===== src/rtl/kalman_pkg.sv =====
// Shared definitions for the alpha-beta tracker: FSM states, default word format
// and fixed-point constants.
package kalman_pkg;

    localparam int ARCH_W_DEF = 32;
    localparam int ARCH_F_DEF = 15;

    localparam logic signed [ARCH_W_DEF-1:0] FX_ONE  = 32'sh0000_8000;
    localparam logic signed [ARCH_W_DEF-1:0] FX_ZERO = 32'sh0000_0000;

    typedef enum logic [2:0] {
        INIT  = 3'd0,
        IDLE  = 3'd1,
        PRED  = 3'd2,
        RESID = 3'd3,
        UPD_X = 3'd4,
        UPD_V = 3'd5,
        DONE  = 3'd6
    } kalman_state_e;

endpackage


===== src/rtl/kalman_fx_mul.sv =====
// Combinational signed Q(F) multiply: full-width product, floor shift by F.
// Saturates to the signed W range when KALMAN_AB_SAT_EN is defined, else wraps.
module kalman_fx_mul
    import kalman_pkg::*;
#(
    parameter int W = ARCH_W_DEF,
    parameter int F = ARCH_F_DEF
) (
    input  logic signed [W-1:0] a_i,
    input  logic signed [W-1:0] b_i,
    output logic signed [W-1:0] p_o
);

    logic signed [2*W-1:0] full_s;

    assign full_s = a_i * b_i;

`ifdef KALMAN_AB_SAT_EN
    localparam logic signed [W-1:0] P_MAX = {1'b0, {(W-1){1'b1}}};
    localparam logic signed [W-1:0] P_MIN = {1'b1, {(W-1){1'b0}}};

    logic signed [2*W-1:0] shr_s;

    // Clamp when the bits above the result's sign differ from it.
    always_comb begin
        shr_s = full_s >>> F;
        if ((&shr_s[2*W-1:W-1]) || !(|shr_s[2*W-1:W-1])) begin
            p_o = shr_s[W-1:0];
        end else begin
            p_o = shr_s[2*W-1] ? P_MIN : P_MAX;
        end
    end
`else
    // Wrapping result: low W bits of the shifted product.
    always_comb begin
        p_o = W'(full_s >>> F);
    end
`endif

endmodule


===== src/rtl/kalman_ab_tracker.sv =====
// Multi-channel alpha-beta tracker sharing one fixed-point multiplier across channels.
// Optional saturation of arithmetic and output clamp: define KALMAN_AB_SAT_EN.
module kalman_ab_tracker
    import kalman_pkg::*;
#(
    parameter int DISP_WIDTH = 11,
    parameter int NUM_CH     = 2,
    parameter int ARCH_W     = ARCH_W_DEF,
    parameter int ARCH_F     = ARCH_F_DEF,
    parameter int TSTEP_FI   = int'(FX_ONE),
    parameter int ALPHA_FI   = 16384,
    parameter int BETA_FI    = 8192
) (
    input  logic                         clk,
    input  logic                         aresetn,
    input  logic [NUM_CH*DISP_WIDTH-1:0] z,
    input  logic                         valid,
    input  logic                         seed,
    output logic                         ready,
    output logic [NUM_CH*DISP_WIDTH-1:0] z_new,
    output logic                         z_new_valid
);

    localparam int CH_W = (NUM_CH > 1) ? $clog2(NUM_CH) : 1;
    localparam logic [CH_W-1:0] CH_LAST = CH_W'(NUM_CH - 1);
    localparam logic signed [ARCH_W-1:0] TSTEP_C = ARCH_W'(TSTEP_FI);
    localparam logic signed [ARCH_W-1:0] ALPHA_C = ARCH_W'(ALPHA_FI);
    localparam logic signed [ARCH_W-1:0] BETA_C  = ARCH_W'(BETA_FI);
    localparam logic signed [ARCH_W-1:0] ZERO_C  = ARCH_W'(FX_ZERO);
`ifdef KALMAN_AB_SAT_EN
    localparam logic signed [ARCH_W-1:0] W_MAX = {1'b0, {(ARCH_W-1){1'b1}}};
    localparam logic signed [ARCH_W-1:0] W_MIN = {1'b1, {(ARCH_W-1){1'b0}}};
`endif

    kalman_state_e state_q, state_d;
    logic [CH_W-1:0] ch_q, ch_d;
    logic [NUM_CH*DISP_WIDTH-1:0] zcap_q;
    logic seed_q, first_q, ready_q, zv_q;
    logic [NUM_CH*DISP_WIDTH-1:0] z_new_q;
    logic signed [ARCH_W-1:0] x_q [NUM_CH];
    logic signed [ARCH_W-1:0] v_q [NUM_CH];
    logic signed [ARCH_W-1:0] xp_q, r_q;

    logic [DISP_WIDTH-1:0] z_ch_s;
    logic signed [ARCH_W-1:0] zq_s, mul_a_s, mul_b_s, mul_p_s;
    logic skip_s;
    logic [NUM_CH*DISP_WIDTH-1:0] z_out_s;

    function automatic logic signed [ARCH_W-1:0] fx_sum(
        input logic signed [ARCH_W-1:0] a_s,
        input logic signed [ARCH_W-1:0] b_s,
        input logic                     sub_s
    );
        logic [ARCH_W:0] s_s;
        if (sub_s) begin
            s_s = {a_s[ARCH_W-1], a_s} - {b_s[ARCH_W-1], b_s};
        end else begin
            s_s = {a_s[ARCH_W-1], a_s} + {b_s[ARCH_W-1], b_s};
        end
`ifdef KALMAN_AB_SAT_EN
        if (s_s[ARCH_W] != s_s[ARCH_W-1]) begin
            fx_sum = s_s[ARCH_W] ? W_MIN : W_MAX;
        end else begin
            fx_sum = s_s[ARCH_W-1:0];
        end
`else
        fx_sum = s_s[ARCH_W-1:0];
`endif
    endfunction

    kalman_fx_mul #(.W(ARCH_W), .F(ARCH_F)) u_mul (
        .a_i (mul_a_s),
        .b_i (mul_b_s),
        .p_o (mul_p_s)
    );

    // FSM state and channel counter register.
    always_ff @(posedge clk or negedge aresetn) begin
        if (!aresetn) begin
            state_q <= INIT;
            ch_q    <= {CH_W{1'b0}};
        end else begin
            state_q <= state_d;
            ch_q    <= ch_d;
        end
    end

    // Next-state logic; channel loop repeats PRED..UPD_V once per channel.
    always_comb begin
        state_d = state_q;
        ch_d    = ch_q;
        case (state_q)
            INIT:  state_d = IDLE;
            IDLE: begin
                if (valid && ready_q) begin
                    state_d = PRED;
                    ch_d    = {CH_W{1'b0}};
                end else begin
                    state_d = IDLE;
                end
            end
            PRED:  state_d = RESID;
            RESID: state_d = UPD_X;
            UPD_X: state_d = UPD_V;
            UPD_V: begin
                if (ch_q == CH_LAST) begin
                    state_d = DONE;
                end else begin
                    state_d = PRED;
                    ch_d    = ch_q + CH_W'(1);
                end
            end
            DONE:    state_d = IDLE;
            default: state_d = INIT;
        endcase
    end

    // Operand selection for the single shared multiplier, plus the scaled measurement.
    always_comb begin
        z_ch_s  = zcap_q[ch_q*DISP_WIDTH +: DISP_WIDTH];
        zq_s    = {{(ARCH_W-DISP_WIDTH){1'b0}}, z_ch_s} << ARCH_F;
        skip_s  = seed_q || first_q;
        mul_a_s = ZERO_C;
        mul_b_s = ZERO_C;
        case (state_q)
            PRED: begin
                mul_a_s = TSTEP_C;
                mul_b_s = v_q[ch_q];
            end
            UPD_X: begin
                mul_a_s = ALPHA_C;
                mul_b_s = r_q;
            end
            UPD_V: begin
                mul_a_s = BETA_C;
                mul_b_s = r_q;
            end
            default: begin
                mul_a_s = ZERO_C;
                mul_b_s = ZERO_C;
            end
        endcase
    end

    // Integer pixel position per channel from the Q-format track state.
    always_comb begin
        z_out_s = {(NUM_CH*DISP_WIDTH){1'b0}};
        for (int c = 0; c < NUM_CH; c++) begin
`ifdef KALMAN_AB_SAT_EN
            if (x_q[c][ARCH_W-1]) begin
                z_out_s[c*DISP_WIDTH +: DISP_WIDTH] = {DISP_WIDTH{1'b0}};
            end else if (|x_q[c][ARCH_W-2:ARCH_F+DISP_WIDTH]) begin
                z_out_s[c*DISP_WIDTH +: DISP_WIDTH] = {DISP_WIDTH{1'b1}};
            end else begin
                z_out_s[c*DISP_WIDTH +: DISP_WIDTH] = x_q[c][ARCH_F +: DISP_WIDTH];
            end
`else
            z_out_s[c*DISP_WIDTH +: DISP_WIDTH] = x_q[c][ARCH_F +: DISP_WIDTH];
`endif
        end
    end

    // Track datapath: capture on acceptance, then one arithmetic step per state.
    always_ff @(posedge clk or negedge aresetn) begin
        if (!aresetn) begin
            zcap_q  <= {(NUM_CH*DISP_WIDTH){1'b0}};
            seed_q  <= 1'b0;
            first_q <= 1'b1;
            xp_q    <= {ARCH_W{1'b0}};
            r_q     <= {ARCH_W{1'b0}};
            for (int c = 0; c < NUM_CH; c++) begin
                x_q[c] <= {ARCH_W{1'b0}};
                v_q[c] <= {ARCH_W{1'b0}};
            end
        end else begin
            case (state_q)
                IDLE: begin
                    if (valid && ready_q) begin
                        zcap_q <= z;
                        seed_q <= seed;
                    end
                end
                PRED:  xp_q <= skip_s ? zq_s : fx_sum(x_q[ch_q], mul_p_s, 1'b0);
                RESID: r_q  <= fx_sum(zq_s, xp_q, 1'b1);
                UPD_X: x_q[ch_q] <= skip_s ? zq_s : fx_sum(xp_q, mul_p_s, 1'b0);
                UPD_V: v_q[ch_q] <= skip_s ? ZERO_C : fx_sum(v_q[ch_q], mul_p_s, 1'b0);
                DONE:  first_q <= 1'b0;
                default: begin
                end
            endcase
        end
    end

    // Registered outputs; ready waits one extra cycle after INIT.
    always_ff @(posedge clk or negedge aresetn) begin
        if (!aresetn) begin
            ready_q <= 1'b0;
            zv_q    <= 1'b0;
            z_new_q <= {(NUM_CH*DISP_WIDTH){1'b0}};
        end else begin
            ready_q <= (state_d == IDLE) && (state_q != INIT);
            zv_q    <= (state_q == DONE);
            if (state_q == DONE) begin
                z_new_q <= z_out_s;
            end else begin
                z_new_q <= z_new_q;
            end
        end
    end

    assign ready       = ready_q;
    assign z_new       = z_new_q;
    assign z_new_valid = zv_q;

endmodule


===== config.mk =====
export PLATFORM = sky130hd
export DESIGN_NAME = kalman_ab_tracker
export DESIGN_NICKNAME = d
export VERILOG_FILES = /design/src/rtl/kalman_pkg.sv /design/src/rtl/kalman_fx_mul.sv /design/src/rtl/kalman_ab_tracker.sv
export SDC_FILE = /design/constraint.sdc
export NUM_CORES = 1
export LEC_CHECK = 0
export BUFFER_PORTS_ARGS = -buffer_cell sky130_fd_sc_hd__buf_2
export CORE_MARGIN = 3
export CORE_UTILIZATION = 30
export CTS_CLUSTER_SIZE = 28
export DETAILED_ROUTE_END_ITERATION = 12
export PLACE_DENSITY = 0.52
export SYNTH_ARGS = -nofsm -noshare
export SYNTH_HDL_FRONTEND = slang
export SYNTH_SLANG_ARGS = --single-unit

===== constraint.sdc =====
create_clock -name clk -period 15.5 [get_ports clk]
set_input_delay 1.55 -clock clk [delete_from_list [all_inputs] [get_ports clk]]
set_output_delay 1.55 -clock clk [all_outputs]
set_load 0.05 [all_outputs]

# After elaboration in Yosys (flattened, before gate mapping)
# Cells that the tools add are included.
[word_totals]
out_inout_bits = 24
word_cells = 67
register_bits = 244
[op_classes]
mul = 2
n_reduce_logical = 11
n_shift = 1
order_cmp = 2
n_bitwise = 1
n_eq_ne = 8
n_mux = 23
addsub = 5
[op_table]
columns = ["operator", "n"]
rows = [
  ["$mux 32", 12],
  ["$bwmux 64", 2],
  ["$add 32x32->32", 3],
  ["$pmux 32 s2", 1],
  ["$pmux 16 s3", 1],
  ["$mul 17x32->47", 1],
  ["$demux 32 s1", 1],
  ["$sub 27x32->32", 1],
  ["$shiftx 22x6->11", 1],
  ["$pmux 3 s6", 1],
  ["$eq 3x3->1 const B", 3],
  ["$eq 3x1->1 const B", 2],
  ["$eq 3x2->1 const B", 2],
  ["$mul 1x4->5 const B", 1],
  ["$reduce_and 2->1", 2],
  ["$reduce_or 2->1", 2],
  ["$logic_and 1x1->1", 3],
  ["$logic_not 3->1", 1],
  ["$mux 3", 1],
  ["$reduce_bool 3->1", 1],
  ["$ge 2x2->1 const B", 1],
  ["$lt 2x1->1 const B", 1],
  ["$mux 1", 2],
  ["$mux 2", 1],
  ["6 further kinds", 6],
]

# Longest topological paths before layout
[logic_depth]
depth_word = 10
ltp_mapped = 36
mapped_depth_nobuf = 34

# Modules after synthesis
# From an unflattened synthesis, not the netlist that was laid out.
[hier_totals]
cells_unflattened = 4786
hier_area_um2 = 43684.4
[modules_own_cells]
columns = ["mod", "area_each_um2", "cells_per_inst", "instances"]
rows = [
  ["kalman_fx_mul", 27945.6, 3051, 1],
  ["kalman_ab_tracker", 15738.8, 1735, 1],
]

# Worst setup path before layout
# OpenSTA, ideal clock, no wires.
[synth_timing]
path_kind = "flip-flop to flip-flop"
startpoint = "register ch_q"
endpoint = "register xp_q[30]"
stages_incl_launch_ff = 35
slack_ns = 7.663
setup_time_ns = 0.121
n_path_buf = 3
arrival_ns = 7.716
path_cell_list = "dfrtp_1 buf_1 clkbuf_1 mux2_2 and3_1 ha_1 inv_1 fa_1 inv_1 ha_1 xor2_1 ha_1 ha_1 ha_1 o21ai_0 o21ai_0 a31oi_1 o21ai_0 a21oi_1 o21bai_1 a21oi_1 xnor2_1 ha_1 buf_6 a21o_1 a21o_1 a21oi_2 o21ai_0 a21oi_4 o31ai_2 a2111o_1 a2111o_1 a31oi_1 xnor2_1 a22o_1"
[synth_between]
elab_chain_cells = 8
[synth_lines]
columns = ["element", "line_no", "source"]
rows = [
  ["start, declared", "kalman_ab_tracker.sv:36", "logic [CH_W-1:0] ch_q, ch_d;"],
  ["start signal, assigned", "kalman_ab_tracker.sv:81", "ch_q <= {CH_W{1'b0}};"],
  ["start signal, assigned", "kalman_ab_tracker.sv:84", "ch_q <= ch_d;"],
  ["$not 1->2 (not written as such) *", "kalman_ab_tracker.sv:128, kalman_ab_tracker.sv:183", ""],
  ["$mux 32 (not written as such) (3 in a row)", "kalman_ab_tracker.sv:128", "mul_b_s = v_q[ch_q];"],
  ["$pmux 32 s2", "kalman_ab_tracker.sv:125", "case (state_q)"],
  ["$mul 17x32->47", "kalman_fx_mul.sv:16", "assign full_s = a_i * b_i;"],
  ["$add 32x32->32 *", "kalman_ab_tracker.sv:58", "s_s = {a_s[ARCH_W-1], a_s} + {b_s[ARCH_W-1], b_s};"],
  ["$mux 32 *", "kalman_ab_tracker.sv:183", "PRED: xp_q <= skip_s ? zq_s : fx_sum(x_q[ch_q], mul_p_s, 1'b0);"],
  ["end signal, assigned", "kalman_ab_tracker.sv:169", "xp_q <= {ARCH_W{1'b0}};"],
  ["end signal, assigned", "kalman_ab_tracker.sv:183", ""],
  ["end, declared", "kalman_ab_tracker.sv:42", "logic signed [ARCH_W-1:0] xp_q, r_q;"],
]
# Mark *: on every way between the ends. The rest lies on a longest branch, timed or not. The select of a mux whose other input is x is not followed.
# A chain may end at the register's enable or synchronous reset.

# Worst setup path after layout
[layout_timing]
startpoint = "register state_q[0]"
endpoint = "register v_q[28] in the netlist's numbering"
[layout_between]
elab_chain_cells = 8
[layout_lines]
columns = ["element", "line_no", "source"]
rows = [
  ["start, declared", "kalman_ab_tracker.sv:35", "kalman_state_e state_q, state_d;"],
  ["start signal, assigned", "kalman_ab_tracker.sv:83", "state_q <= state_d;"],
  ["$eq 3x3->1, on equally long branches", "kalman_ab_tracker.sv:125, kalman_ab_tracker.sv:176", ""],
  ["$reduce_or 2->1 (no line)", "-", ""],
  ["$pmux 32 s2", "kalman_ab_tracker.sv:125", ""],
  ["$mul 17x32->47", "kalman_fx_mul.sv:16", ""],
  ["$add 32x32->32", "kalman_ab_tracker.sv:58", ""],
  ["$mux 32", "kalman_ab_tracker.sv:176", "case (state_q)"],
  ["$mux 32", "kalman_ab_tracker.sv:186", "UPD_V: v_q[ch_q] <= skip_s ? ZERO_C : fx_sum(v_q[ch_q], mul_p_s, 1'b0);"],
  ["$bwmux 64", "kalman_ab_tracker.sv:186", ""],
  ["end signal, assigned by index", "kalman_ab_tracker.sv:173", "v_q[c] <= {ARCH_W{1'b0}};"],
  ["end signal, assigned by index", "kalman_ab_tracker.sv:186", ""],
  ["end, declared", "kalman_ab_tracker.sv:41", "logic signed [ARCH_W-1:0] v_q [NUM_CH];"],
]
# Several ways; a longest one is shown, not always the timed one. The select of a mux whose other input is x is not followed.

==> impl_metrics.yaml <==
critical_path:
  rrSetupSlack_ns: 6.47
  path_delay_family: "compound AO/OA/AOI/OAI gates"
  cp_data_required_time_ns: 16.00
  r2r-start: "state_q[0]$_DFF_PN0_"
  slowest_stage: "clkinv_1"
  cp_slowest_stage_delay_ns: 0.81
  crit_path_end_kind: "flip-flop"
  startpoint_type: "flip-flop"
  rr_endpoint: "v_q[28]$_DFFE_PN0P_"
  rr_worst_depth: 32
  crit_top_cell: "ha_1"
  worstSetupPathType: "reg2reg"
  worstPathMaxFanout: 37
  cp_num_buf_inv: 3
  arrival_ns: 9.52
route:
  met3_wirelength_mm: 2.026
  routedLengthMet1_mm: 27.30
  num_vias: 15875
  wirelength_mm: 53.86
  vias_per_cell: 5.006
  top_layer: "met4"
  firstDrtPassIters: 5
  wl_met2_mm: 23.25
  antenna_left: 0
  drtIter0Drc: 823
  wl_per_cell_microns: 16.98
  drc: 0
min_path:
  worstHoldPathCells: 2
  min_to: "z_new[0]$_DFFE_PN0P_"
  hp-class: "reg2reg"
  worstHoldStart: "z_new[0]$_DFFE_PN0P_"
layout:
  num_antenna_cells: 0
  fin_cells: 3171
  fillCellCount: 6820
  syn_to_final_growth_pct: 10.60
  fin_area_sq_um: 22190
  nets: 2626
  final_util_pct: 33.62
  final_layout_size_suffix_gt1_share_pct: 10.32
grt:
  grt-ovfl-total: 0
  antenna_found_initial: 0
  grt_pass1_wl_mm: 86.65
  grt_max_degree: 97
  grt_pass1_vias: 15905
  track_usage_pct: 15.27
floorplan:
  coreArea_sq_um: 65980
  design.die.area_sq_um: 70000
  row_count: 94
  die-width_microns: 264.6
  die_y_microns: 264.6
  start_util_pct: 30.40
  boundaryPins: 50
run:
  cap_violations: 0
clock_network:
  clk_pin_slew_ns: 0.06
  numCtsBuffers: 30
  htreeDepth: 1
  ctsHoldBuffers: 0
  post-cts-setup-buffers: 0
  tritoncts: "yes"
  cts_buffer_depth: 3
  cts_root_buf: "clkbuf_16"
  worstSkewPairLatency_ns: 0.59
  cts_resized: 0
  clock_sinks: 243
sta:
  max_slew_margin_pct: 16.56
  finalSetupTns_ns: 0
  maxSlewViolCount: 0
  tightestPinTransition_ns: 1.246
  fin_crit_sh_pct: 58.23
  finalHoldViolations: 0
  setup_violations: 0
  finalWorstSetupSlack_ns: 6.475
  worst_clock_skew_ns: 0.03251
  holdWs_ns: 0.4744
  rsz0062_at_grt: "false"
  fmax_mhz: 110.8
  min_period_ns: 9.025
logic_synthesis:
  syn_inst: 2274
  synth.largest_area_cell: "dfrtp_1"
  synth_warnings: 0
  synth.avg_cell_area_sq_um: 8.821
  yosysMostFrequentCell: "nand2_1"
  syn_area_sq_um: 20060
  yosys_register_bits: 243
  synth_top_cells_by_area: "dfrtp_1, ha_1, nand2_1"
  synth_common_cells: "nand2_1, ha_1, dfrtp_1, o21ai_0, inv_1"
  ys_types: 70
  synth_edf_count: 0
  yosysSeqAreaShare_pct: 30.32
  syn-num-nets: 2613
  synth-main-ff-cell: "dfrtp_1"
  yosysTopAreaCellShare_pct: 30.19
  postSynth.asyncResetShare_pct: 100.0
power_and_ir_drop:
  pwr-share-comb_pct: 60.8
  total_power_mw: 4.699
  p_int_mw: 2.451
  p_per_area_nw_per_um2: 211.8
  power_leakage_nw: 11.59
  power.share.clock_pct: 14.6
  ir_drop_v: 0.0001109
  swShare_pct: 47.84
  p_switching_mw: 2.248
  seqPwrFrac_pct: 24.5
place:
  port_buffers: 49
  dp_hpwl_mm: 40.57
  gp_congestion: 0.8675
  dp_cells: 3119
  placed_area_sq_um: 21230
  post-place-ws_ns: 6.594
outcome:
  status: "completed"
## worst max path at each step
stage	startpoint	endpoint	depth (start not counted)
2_1_floorplan	ch_q$_DFFE_PN0P_	xp_q[30]$_DFFE_PN0P_	34
3_3_place_gp	state_q[0]$_DFF_PN0_	v_q[28]$_DFFE_PN0P_	32
3_5_place_dp	state_q[0]$_DFF_PN0_	v_q[28]$_DFFE_PN0P_	32
4_1_cts	state_q[0]$_DFF_PN0_	v_q[28]$_DFFE_PN0P_	32
5_1_grt	state_q[0]$_DFF_PN0_	v_q[28]$_DFFE_PN0P_	32
6_report	state_q[0]$_DFF_PN0_	v_q[28]$_DFFE_PN0P_	32
## cells by family after synthesis
family / count (synthesis) / share of synthesized area [%]
and+or+nand+nor: 684 / 15.73
DFF: 243 / 30.32
muxes: 102 / 5.695
other: 1 / 0.01870
adders and majority gates: 313 / 20.80
xor gates and xnor gates: 144 / 6.288
AOI/OAI and AO/OA: 542 / 16.52
buffers and inverters: 245 / 4.622
## per-layer routing
| layer | global-route usage [%] | vias up |
|---|---|---|
| met5 | 0 | - |
| met4 | 3.986 | 0 |
| met3 | 1.680 | 72 |
| met2 | 24.12 | 274 |
| met1 | 22.21 | 7584 |
| li1 | - | 7945 |
## cell type report
| cell class | count | area [sq um] | share of cell area (%) |
|---|---|---|---|
| Multi-Input combinational cell | 1786 | 13080 | 58.96 |
| Sequential cell | 243 | 6086 | 27.43 |
| Tap cell | 864 | 1081 | 4.873 |
| Clock buffer | 37 | 797.0 | 3.593 |
| Inverter | 159 | 596.8 | 2.690 |
| Timing Repair Buffer | 67 | 390.4 | 1.760 |
| Clock inverter | 15 | 153.9 | 0.6937 |
## registers in the layout, summed over array words and instances (netlist names)
register	cells
r_q	31
state_q	3
z_new	22
zcap_q	22
seed_q	1
v_q	64
ready	1
xp_q	32
x_q	64
ch_q	1
first_q	1
z_new_valid	1
## power by group through the flow
stage,logic (mW),clock network [mW],registers [mW]
global route,3.21,0.740,1.19
CTS,2.87,0.713,1.15
global placement,2.80,0,1.15
finish,2.86,0.687,1.15
detailed placement,2.84,0,1.16
floorplan,2.08,0,1.18
## placed cells by master, fill, tap and decap left out, types with 18 or more instances in the layout
master / instances
and3_1: 75
dfrtp_1: 241
a21o_1: 48
inv_1: 158
buf_4: 18
nand2b_1: 23
buf_2: 48
nand2_1: 352
xor2_1: 53
a31oi_1: 20
nor2_1: 81
o21ai_0: 205
o31ai_1: 21
nor3_1: 24
a211oi_1: 18
mux2_2: 97
xnor2_1: 91
a21oi_1: 126
ha_1: 279
nand3_1: 25
and2_1: 28
clkbuf_16: 30
fa_1: 34
## worst min-delay path: stages, from the launching register on
cell and delay, ns:
dfrtp_1 0.34, nand2_1 0.05, nand2_1 0.06
(Power assumes the default switching activity.)
